### src/rtl/alu_operand_seq_pkg.sv
// Shared definitions for the ALU operand sequencer: state encoding, OP field
// layout and the S codes that software and verification refer to by name.
package alu_operand_seq_pkg;

    localparam int STATE_W = 3;

    typedef enum logic [STATE_W-1:0] {
        ST_IDLE = 3'd0,
        ST_LD_A = 3'd1,
        ST_LD_B = 3'd2,
        ST_EXEC = 3'd3,
        ST_FIN  = 3'd4
    } state_t;

    localparam int OP_W     = 5;
    localparam int OP_M_BIT = 4;
    localparam int OP_S_MSB = 3;
    localparam int OP_S_LSB = 0;

    localparam logic [3:0] S_ADD = 4'b1001;
    localparam logic [3:0] S_SUB = 4'b0110;
    localparam logic [3:0] S_AND = 4'b1011;

    // Logic-mode operations leave the carry flag untouched.
    function automatic logic op_is_logic(input logic [OP_W-1:0] op);
        return op[OP_M_BIT];
    endfunction

endpackage

### src/rtl/alu_operand_seq.sv
// Operand sequencer around an external 8-bit 74181-style ALU: latches the op,
// collects A and B from a shared handshaked bus, then captures result and flags.
module alu_operand_seq
    import alu_operand_seq_pkg::*;
(
    input  logic       CLK,
    input  logic       RST,
    input  logic       START,
    input  logic [4:0] OP,
    input  logic       USE_CY,
    input  logic       CIN,
    input  logic [7:0] DIN,
    input  logic       DIN_VLD,
    output logic       DIN_RDY,
    output logic [7:0] A,
    output logic [7:0] B,
    output logic [3:0] S,
    output logic       M,
    output logic       CN,
    input  logic [7:0] F,
    input  logic       CO,
    input  logic       FZ,
    output logic [7:0] DOUT,
    output logic       CY,
    output logic       ZF,
    output logic       EQ,
    output logic       BUSY,
    output logic       DONE
);

    state_t       state_reg;
    logic [4:0]   op_reg;
    logic         use_cy_reg;
    logic         cin_reg;
    logic [7:0]   a_reg;
    logic [7:0]   b_reg;
    logic [7:0]   dout_reg;
    logic         cy_reg;
    logic         zf_reg;
    logic         eq_reg;
    logic         rdy_reg;
    logic         busy_reg;
    logic         done_reg;

    always_ff @(posedge CLK) begin
        if (RST) begin
            state_reg  <= ST_IDLE;
            op_reg     <= '0;
            use_cy_reg <= 1'b0;
            cin_reg    <= 1'b0;
            a_reg      <= '0;
            b_reg      <= '0;
            dout_reg   <= '0;
            cy_reg     <= 1'b0;
            zf_reg     <= 1'b0;
            eq_reg     <= 1'b0;
            rdy_reg    <= 1'b0;
            busy_reg   <= 1'b0;
            done_reg   <= 1'b0;
        end else begin
            case (state_reg)
                ST_IDLE: begin
                    if (START) begin
                        op_reg     <= OP;
                        use_cy_reg <= USE_CY;
                        cin_reg    <= CIN;
                        state_reg  <= ST_LD_A;
                        rdy_reg    <= 1'b1;
                        busy_reg   <= 1'b1;
                    end
                end
                ST_LD_A: begin
                    if (DIN_VLD) begin
                        a_reg     <= DIN;
                        state_reg <= ST_LD_B;
                    end
                end
                ST_LD_B: begin
                    if (DIN_VLD) begin
                        b_reg     <= DIN;
                        state_reg <= ST_EXEC;
                        rdy_reg   <= 1'b0;
                    end
                end
                ST_EXEC: begin
                    // ALU outputs settle combinationally during this cycle.
                    dout_reg <= F;
                    zf_reg   <= (F == 8'h00);
                    eq_reg   <= ~FZ;
                    if (!op_is_logic(op_reg)) begin
                        cy_reg <= CO;
                    end
                    done_reg  <= 1'b1;
                    state_reg <= ST_FIN;
                end
                ST_FIN: begin
                    done_reg  <= 1'b0;
                    busy_reg  <= 1'b0;
                    state_reg <= ST_IDLE;
                end
                default: begin
                    rdy_reg   <= 1'b0;
                    busy_reg  <= 1'b0;
                    done_reg  <= 1'b0;
                    state_reg <= ST_IDLE;
                end
            endcase
        end
    end

    assign DIN_RDY = rdy_reg;
    assign A       = a_reg;
    assign B       = b_reg;
    assign S       = op_reg[OP_S_MSB:OP_S_LSB];
    assign M       = op_reg[OP_M_BIT];
    // Chained arithmetic sees the carry left by the previous operation.
    assign CN      = use_cy_reg ? cy_reg : cin_reg;
    assign DOUT    = dout_reg;
    assign CY      = cy_reg;
    assign ZF      = zf_reg;
    assign EQ      = eq_reg;
    assign BUSY    = busy_reg;
    assign DONE    = done_reg;

endmodule

### config.mk
export PLATFORM = sky130hd
export DESIGN_NAME = alu_operand_seq
export DESIGN_NICKNAME = d
export VERILOG_FILES = /design/src/rtl/alu_operand_seq_pkg.sv /design/src/rtl/alu_operand_seq.sv
export SDC_FILE = /design/constraint.sdc
export NUM_CORES = 1
export LEC_CHECK = 0
export ABC_AREA = 0
export CORE_ASPECT_RATIO = 2
export CORE_MARGIN = 2
export CORE_UTILIZATION = 45
export DETAILED_ROUTE_END_ITERATION = 8
export GPL_TIMING_DRIVEN = 0
export HOLD_SLACK_MARGIN = 0.1
export PLACE_DENSITY = 0.84
export SYNTH_ARGS = -nofsm -noshare
export SYNTH_HDL_FRONTEND = slang
export SYNTH_SLANG_ARGS = --single-unit
### constraint.sdc
create_clock -name CLK -period 3 [get_ports CLK]
set_input_delay 0.6 -clock CLK [delete_from_list [all_inputs] [get_ports CLK]]
set_output_delay 0.6 -clock CLK [all_outputs]
set_load 0.1 [all_outputs]
==> results.json, run 1 <==
{
  "cts.reportedPaths.clkPinSlew_ns": 0.07,
  "synth-main-ff-cell": "dfxtp_1",
  "ys_warn_count": 0,
  "crit_cells": 2,
  "critPathBufInv": 1,
  "cp-startpoint": "CY",
  "finalClockSkew_ns": 0.008125,
  "drt-initial-drc-count": 15,
  "reg2reg_to": "A[2]",
  "critPathMaxFanout": 3,
  "end_kind": "output pin",
  "path_cells": "mux2_2, clkdlybuf4s50_1",
  "cts_root_buffer": "clkbuf_8",
  "syn-cell-area_um2": 1534,
  "cp-start-kind": "flip-flop",
  "place_congestion": 0.8032,
  "critPathSlowestCell": "clkdlybuf4s50_1",
  "syn2layout_area_growth_pct": 52.61,
  "finalHoldViolations": 0,
  "diodes": 0,
  "cpPeakStageDelay_ns": 1.12,
  "ant_nets": 0,
  "cts_resized": 0,
  "ctsHoldBuffers": 0,
  "status": "finished, final reports clean",
  "clock_latency_ns": 0.29,
  "crit_path_end": "CN",
  "final_cell_mix": "64 x clkdlybuf4s50_1, 40 x dfxtp_1, 32 x nand2_1, 20 x nor2_1, 18 x a21oi_1",
  "combPwrFrac": 0.231,
  "drt-total-wl_mm": 3.575,
  "cts-htree-levels": 2,
  "setup_tns_ns": 0,
  "setup_violations": 0,
  "die-area_um2": 3920,
  "avgSynthCellArea_um2": 9.411,
  "cts_post_setup_buffers_inserted": 0,
  "dp_hpwl_mm": 2.721,
  "place_area_um2": 2215,
  "slew_headroom": 0.3321,
  "sequentialPowerShare": 0.421,
  "cts_tree": "built",
  "switching_power_uw": 392.1,
  "period_share": 0.8493,
  "drc": 0,
  "die_w_um": 45.29,
  "cts_buffer_depth": 2,
  "final_cells": 267,
  "r2r_cells": 5,
  "rrSetupSlack_ns": 1.62,
  "die_y_um": 86.57,
  "num-fill-cells": 266,
  "grt_setup_unrepaired": "no",
  "p_total_uw": 1343,
  "multiInputGateArea_um2": 658.1,
  "final_nets": 263,
  "avgViaCountPerCell": 5.120,
  "critPathTopFamily": "buffers and inverters",
  "hold-worst-slack_ns": 0.4547,
  "wl_per_cell_um": 13.39,
  "crit_required_ns": 2.40,
  "final_layout_size_suffix_gt1_frac": 0.08936,
  "port_buffers": 64,
  "layout_commonest_cell": "clkdlybuf4s50_1",
  "syn_inst": 163,
  "grt_pass1_wl_mm": 5.685,
  "finalInstanceArea_um2": 2341,
  "r2r-start": "state_reg[0]",
  "finalMaxSlewViolations": 0,
  "core-area_um2": 3341,
  "peakVddDrop_mv": 0.4655,
  "async_flop_share": 0,
  "hp-class": "flip-flop to flip-flop",
  "p_sw_frac": 0.2920,
  "numCtsBuffers": 5,
  "io_pins": 65,
  "start_util": 0.4592,
  "p_int_uw": 951.0,
  "fmax_mhz": 392.5,
  "syn_nets": 192,
  "num_vias": 1367,
  "critPathArrivalTime_ns": 1.95,
  "worst_pin_slew_ns": 0.9987,
  "antenna_found_initial": 0,
  "globalRouteOverflowTotal": 0,
  "ys_seq_area_frac": 0.5220,
  "timing.final.crit_period_ns": 2.548,
  "grt_pass1_vias": 1321,
  "place_inst": 259,
  "rows": 30,
  "maxCapViolCount": 0,
  "p_leak_uw": 0.0008539,
  "final-seq-area_um2": 800.8,
  "ys_types": 27,
  "critical_path_class": "flip-flop to output pin",
  "power.density_nw_per_um2": 573.7,
  "synth-edff-count": 0,
  "yosys_register_bits": 40,
  "grtUsageTotal": 0.1950,
  "grt_max_degree": 13,
  "cts.sinks": 40,
  "p_clk_frac": 0.348,
  "dr.pass1.iters": 4
}
## layout make-up
type,instances,area share
Buffer,12,0.03207
Clock buffer,7,0.04115
Clock inverter,1,0.01283
Multi-Input combinational cell,111,0.2811
Sequential cell,40,0.3421
Tap cell,32,0.01710
Timing Repair Buffer,64,0.2736
## tightest hold or removal path, delay by kind of cell, from the launching register on
family             cells  cell delay (ns)
DFF                    1             0.31
AOI/OAI and AO/OA      1             0.05
and+or+nand+nor        1             0.05
## metal layers
metal	routed length [µm]	GRT usage	vias to the layer above
met4	114	0.1043	0
met3	143	0.04375	8
met1	1288	0.1968	631
met2	2028	0.3481	41
met5	0	0	-
li1	-	-	687
## power groups by stage
stage / clock network (µW) / logic [µW] / registers (µW)
detailed placement: 0 / 311 / 578
finish: 467 / 310 / 566
global route: 495 / 325 / 568
global placement: 0 / 310 / 577
floorplan: 0 / 83.7 / 710
CTS: 478 / 312 / 566
## synthesized netlist by cell type (2+ instances only)
cell,number,area [µm²]
dfxtp_1,40,800.8
buf_2,3,15.01
nor2_1,20,75.07
nor3_1,2,10.01
a21oi_1,18,90.09
mux2i_1,16,160.2
and4bb_1,2,25.02
buf_4,3,22.52
nand2_1,32,120.1
clkbuf_1,4,15.01
nand2b_1,3,18.77
buf_6,2,22.52
mux2_2,2,22.52
nor4_1,2,12.51
nand3b_1,2,15.01
## per-stage QoR
stage               utilization  setup slack (ns)
global placement         0.6629            0.7649
floorplan                     -            0.8013
global route             0.7007            0.4201
finish                   0.7007            0.4520
CTS                      0.7007            0.4416
detailed placement       0.6629            0.7558
## cell families (layout without fill, tap and decap cells)
| kind of cell | Yosys count | after routing | synth area share |
|---|---|---|---|
| buf+inv | 12 | 84 | 0.04893 |
| flops | 40 | 40 | 0.5220 |
| compound gates | 23 | 23 | 0.08239 |
| simple gates | 70 | 70 | 0.2276 |
| mux | 18 | 18 | 0.1191 |
## how the worst min path moves through the flow
| stage | from | to | slack, ns | cells past startpoint |
|---|---|---|---|---|
| 3_3_place_gp | op_reg[1] | op_reg[1] | 0.44 | 2 |
| 6_report | DOUT[6] | DOUT[6] | 0.45 | 2 |
| 2_1_floorplan | cin_reg | cin_reg | 0.43 | 2 |
| 3_5_place_dp | DOUT[7] | DOUT[7] | 0.45 | 2 |
| 4_1_cts | DOUT[6] | DOUT[6] | 0.46 | 2 |
| 5_1_grt | DOUT[7] | DOUT[7] | 0.47 | 2 |
Power figures use the tool's default switching activity.
==> run 2: changes to the inputs <==
--- a/config.mk
+++ b/config.mk
@@ -8,11 +8,11 @@
 export ABC_AREA = 0
 export CORE_ASPECT_RATIO = 2
 export CORE_MARGIN = 2
-export CORE_UTILIZATION = 45
+export CORE_UTILIZATION = 37
 export DETAILED_ROUTE_END_ITERATION = 8
 export GPL_TIMING_DRIVEN = 0
 export HOLD_SLACK_MARGIN = 0.1
-export PLACE_DENSITY = 0.84
+export PLACE_DENSITY = 0.74
 export SYNTH_ARGS = -nofsm -noshare
 export SYNTH_HDL_FRONTEND = slang
 export SYNTH_SLANG_ARGS = --single-unit
==> constraint.sdc (replaced) <==
create_clock -name CLK -period 2.18 [get_ports CLK]
set_input_delay 0.436 -clock CLK [delete_from_list [all_inputs] [get_ports CLK]]
set_output_delay 0.436 -clock CLK [all_outputs]
set_load 0.1 [all_outputs]
==> results.json, run 2 (synthesis results as in run 1) <==
{
  "finalClockSkew_ns": 0.007060,
  "start_util": 0.3791,
  "cts_tree": "built",
  "ctsHoldBuffers": 0,
  "cp-start-kind": "flip-flop",
  "grt_setup_unrepaired": "no",
  "finalHoldViolations": 0,
  "avgViaCountPerCell": 4.735,
  "globalRouteOverflowTotal": 0,
  "p_leak_uw": 0.001009,
  "setup_tns_ns": 0,
  "numCtsBuffers": 5,
  "pre_cts_ws_ns": 0.1056,
  "cts.sinks": 40,
  "final_cell_mix": "40 x dfxtp_1, 35 x dlygate4sd2_1, 32 x nand2_1, 28 x clkdlybuf4s50_1, 20 x nor2_1",
  "grt_pass1_vias": 1291,
  "port_buffers": 64,
  "cts.reportedPaths.clkPinSlew_ns": 0.08,
  "period_share": 0.9572,
  "timing.final.ws_setup_ns": 0.09339,
  "cts-htree-levels": 2,
  "diodes": 0,
  "slew_headroom": 0.3525,
  "syn2layout_area_growth_pct": 49.43,
  "critical_path_class": "flip-flop to output pin",
  "critPathArrivalTime_ns": 1.65,
  "io_pins": 65,
  "clock_latency_ns": 0.28,
  "grtUsageTotal": 0.1621,
  "cts_buffer_depth": 2,
  "rows": 33,
  "dp_hpwl_mm": 2.739,
  "hp-class": "flip-flop to flip-flop",
  "dr.pass1.iters": 3,
  "die-area_um2": 4708,
  "end_kind": "output pin",
  "fmax_mhz": 479.2,
  "wl_per_cell_um": 12.62,
  "grt_max_degree": 13,
  "finalMaxSlewViolations": 0,
  "setup_violations": 0,
  "place_congestion": 0.7585,
  "status": "finished, final reports clean",
  "crit_required_ns": 1.74,
  "drc": 0,
  "drt-initial-drc-count": 11,
  "cts_root_buffer": "clkbuf_8",
  "final_layout_size_suffix_gt1_frac": 0.08511,
  "maxCapViolCount": 0,
  "num_vias": 1359,
  "timing.final.crit_period_ns": 2.087,
  "drt-total-wl_mm": 3.621,
  "grt_pass1_wl_mm": 5.830,
  "critPathMaxFanout": 2,
  "core-area_um2": 4046,
  "die_y_um": 95.06,
  "ant_nets": 0,
  "layout_commonest_cell": "dfxtp_1",
  "worst_pin_slew_ns": 0.9752,
  "cts_post_setup_buffers_inserted": 0,
  "power.density_nw_per_um2": 735.0,
  "final_nets": 263,
  "peakVddDrop_mv": 0.6741,
  "antenna_found_initial": 0,
  "die_w_um": 49.53
}
run 2: timing repair:
action	in CTS	in global routing
setup endpoints to repair	35	1
pin swaps	0	0
gates cloned	0	0
resized for setup	35	1
run 2: metrics by stage:
stage	cell area, µm²	instances	total power, µW	hold WS (ns)	util
floorplan	1534	163	1092	0.4338	-
global placement	2240	279	1222	0.4412	0.5535
detailed placement	2240	279	1225	0.4496	0.5535
CTS	2290	287	1703	0.4579	0.5659
global route	2292	287	1758	0.4692	0.5665
finish	2292	287	1685	0.4554	0.5665
run 2: layout make-up:
cell class	instances	area [µm²]
fill	433	1754
sequential	40	800.8
multi-input combinational	111	658.1
timing repair buffer	64	599.3
clock buffer	7	86.33
buffer	12	75.07
tap	52	65.06
clock inverter	1	7.507
run 2: report_power, final:
part	total, µW	internal, µW	leakage, µW	switching, µW
clock network	498	257	0.0000445	241
registers	777	762	0.000325	14.8
logic	410	125	0.000640	285
run 2: layer usage:
metal  GRT usage  up-vias  share of wire
li1            -      688              -
met1      0.1622      632           0.39
met2      0.3111       35           0.56
met3     0.02665        4          0.035
met4     0.08333        0          0.021
met5           0        -              0
run 2: final timing paths:
check	to	cells after the start	startpoint	slack, ns
max	CN	2	use_cy_reg	0.09
min	ZF	2	ZF	0.46
max reg2reg	cin_reg	5	state_reg[1]	0.80
min reg2reg	ZF	2	ZF	0.46
run 2: worst max-delay path, cell delays in order (launching register included):
cell           delay [ns]
dfxtp_1              0.32
mux2_2               0.21
dlygate4sd2_1        0.84
==> run 3: changes to the inputs <==
--- a/config.mk
+++ b/config.mk
@@ -12,7 +12,9 @@
 export DETAILED_ROUTE_END_ITERATION = 8
 export GPL_TIMING_DRIVEN = 0
 export HOLD_SLACK_MARGIN = 0.1
+export MAX_ROUTING_LAYER = met4
 export PLACE_DENSITY = 0.74
+export REMOVE_ABC_BUFFERS = 1
 export SYNTH_ARGS = -nofsm -noshare
 export SYNTH_HDL_FRONTEND = slang
 export SYNTH_SLANG_ARGS = --single-unit
==> results.json, run 3 (synthesis results as in run 1) <==
{
  "status": "finished, final reports clean",
  "cts-htree-levels": 2,
  "drt-total-wl_mm": 3.415,
  "pre_cts_ws_ns": 0.1162,
  "cpPeakStageDelay_ns": 0.84,
  "finalMaxSlewViolations": 0,
  "place_congestion": 0.7965,
  "avgViaCountPerCell": 4.713,
  "final_layout_size_suffix_gt1_frac": 0.06278,
  "p_sw_frac": 0.2948,
  "p_clk_frac": 0.356,
  "critical_path_class": "flip-flop to output pin",
  "critPathSlowestCell": "dlygate4sd2_1",
  "cts.sinks": 40,
  "numCtsBuffers": 5,
  "hp-class": "flip-flop to flip-flop",
  "grtUsageTotal": 0.1620,
  "cts_buffer_depth": 2,
  "worst_pin_slew_ns": 0.9945,
  "port_buffers": 64,
  "drc": 0,
  "antenna_found_initial": 0,
  "slew_headroom": 0.3396,
  "critPathArrivalTime_ns": 1.66,
  "critPathMaxFanout": 2,
  "die_w_um": 49.53,
  "setup_tns_ns": 0,
  "diodes": 0,
  "finalInstanceArea_um2": 2241,
  "io_pins": 65,
  "path_cells": "mux2_2, dlygate4sd2_1",
  "grt_setup_unrepaired": "no",
  "finish.utilization": 0.5538,
  "cts.reportedPaths.clkPinSlew_ns": 0.07,
  "finalHoldViolations": 0,
  "start_util": 0.3791,
  "die_y_um": 95.06,
  "drt-initial-drc-count": 34,
  "finalClockSkew_ns": 0.009392,
  "ctsHoldBuffers": 0,
  "num-fill-cells": 416,
  "fmax_mhz": 478.1,
  "clock_latency_ns": 0.28,
  "cts_root_buffer": "clkbuf_8",
  "end_kind": "output pin",
  "combPwrFrac": 0.210,
  "timing.final.crit_period_ns": 2.091,
  "num_vias": 1296,
  "grt_pass1_vias": 1206,
  "rows": 33,
  "globalRouteOverflowTotal": 0,
  "core-area_um2": 4046,
  "grt_max_degree": 41,
  "cts_tree": "built",
  "die-area_um2": 4708,
  "peakVddDrop_mv": 0.5165,
  "switching_power_uw": 533.8,
  "wl_per_cell_um": 12.42,
  "ant_nets": 0,
  "p_int_uw": 1277,
  "period_share": 0.9594,
  "layout_commonest_cell": "dfxtp_1",
  "dr.pass1.iters": 4,
  "maxCapViolCount": 0,
  "grt_pass1_wl_mm": 5.595,
  "final_nets": 251,
  "cp-start-kind": "flip-flop",
  "p_leak_uw": 0.0009705,
  "setup_violations": 0,
  "sequentialPowerShare": 0.434,
  "cts_post_setup_buffers_inserted": 0,
  "power.density_nw_per_um2": 808.0,
  "crit_required_ns": 1.74,
  "syn2layout_area_growth_pct": 46.08,
  "dp_hpwl_mm": 2.469,
  "timing.final.ws_setup_ns": 0.08853,
  "final_cell_mix": "40 x dfxtp_1, 36 x dlygate4sd2_1, 32 x nand2_1, 27 x clkdlybuf4s50_1, 20 x nor2_1",
  "place_area_um2": 2160
}
-- run 3: power by group through the flow --
stage               clock, µW  combinational [µW]  sequential (µW)
floorplan                   0                86.5              984
detailed placement          0                 403              805
global route              700                 401              792
global placement            0                 402              803
finish                    644                 380              787
CTS                       668                 385              787
-- run 3: path summary, 6_finish.rpt --
check | start | endpoint | slack, ns | cells past startpoint
worst min-delay path | ZF | ZF | 0.45 | 2
worst min register to register | ZF | ZF | 0.45 | 2
worst max register to register | state_reg[0] | A[6] | 0.57 | 3
worst max-delay path | use_cy_reg | CN | 0.09 | 2
-- run 3: metrics by stage --
| step | power, µW | hold slack [ns] | instances |
|---|---|---|---|
| after floorplan | 1070 | 0.4278 | 151 |
| after global placement | 1205 | 0.4419 | 267 |
| after detailed placement | 1207 | 0.4457 | 267 |
| after CTS | 1840 | 0.4538 | 275 |
| after global routing | 1894 | 0.4712 | 275 |
| final | 1811 | 0.4507 | 275 |
-- run 3: metal layers --
metal,part of all wire,vias up,GRT usage
li1,-,663,-
met1,0.37,597,0.1532
met2,0.59,34,0.2989
met3,0.034,2,0.02351
met4,0.012,0,0.1019
met5,0,-,-
-- run 3: area by class of cell --
| cell class | instances | area (µm²) | area share |
|---|---|---|---|
| tap | 52 | 65.06 | 0.02903 |
| sequential | 40 | 800.8 | 0.3573 |
| multi-input combinational | 111 | 658.1 | 0.2937 |
| clock buffer | 7 | 96.34 | 0.04299 |
| timing repair buffer | 64 | 590.6 | 0.2635 |
| clock inverter | 1 | 30.03 | 0.01340 |
-- run 3: worst max-delay path: cells and delay by family, from the launching register on --
| family | cells | cell delay [ns] |
|---|---|---|
| multiplexers | 1 | 0.21 |
| buffers and inverters | 1 | 0.84 |
| flip-flops | 1 | 0.32 |
-- run 3: timing repair --
| item | 4_1_cts | 5_1_grt |
|---|---|---|
| endpoints found under the hold margin | 0 | 0 |
| resized for setup | 36 | 0 |
| setup endpoints to repair | 36 | 0 |
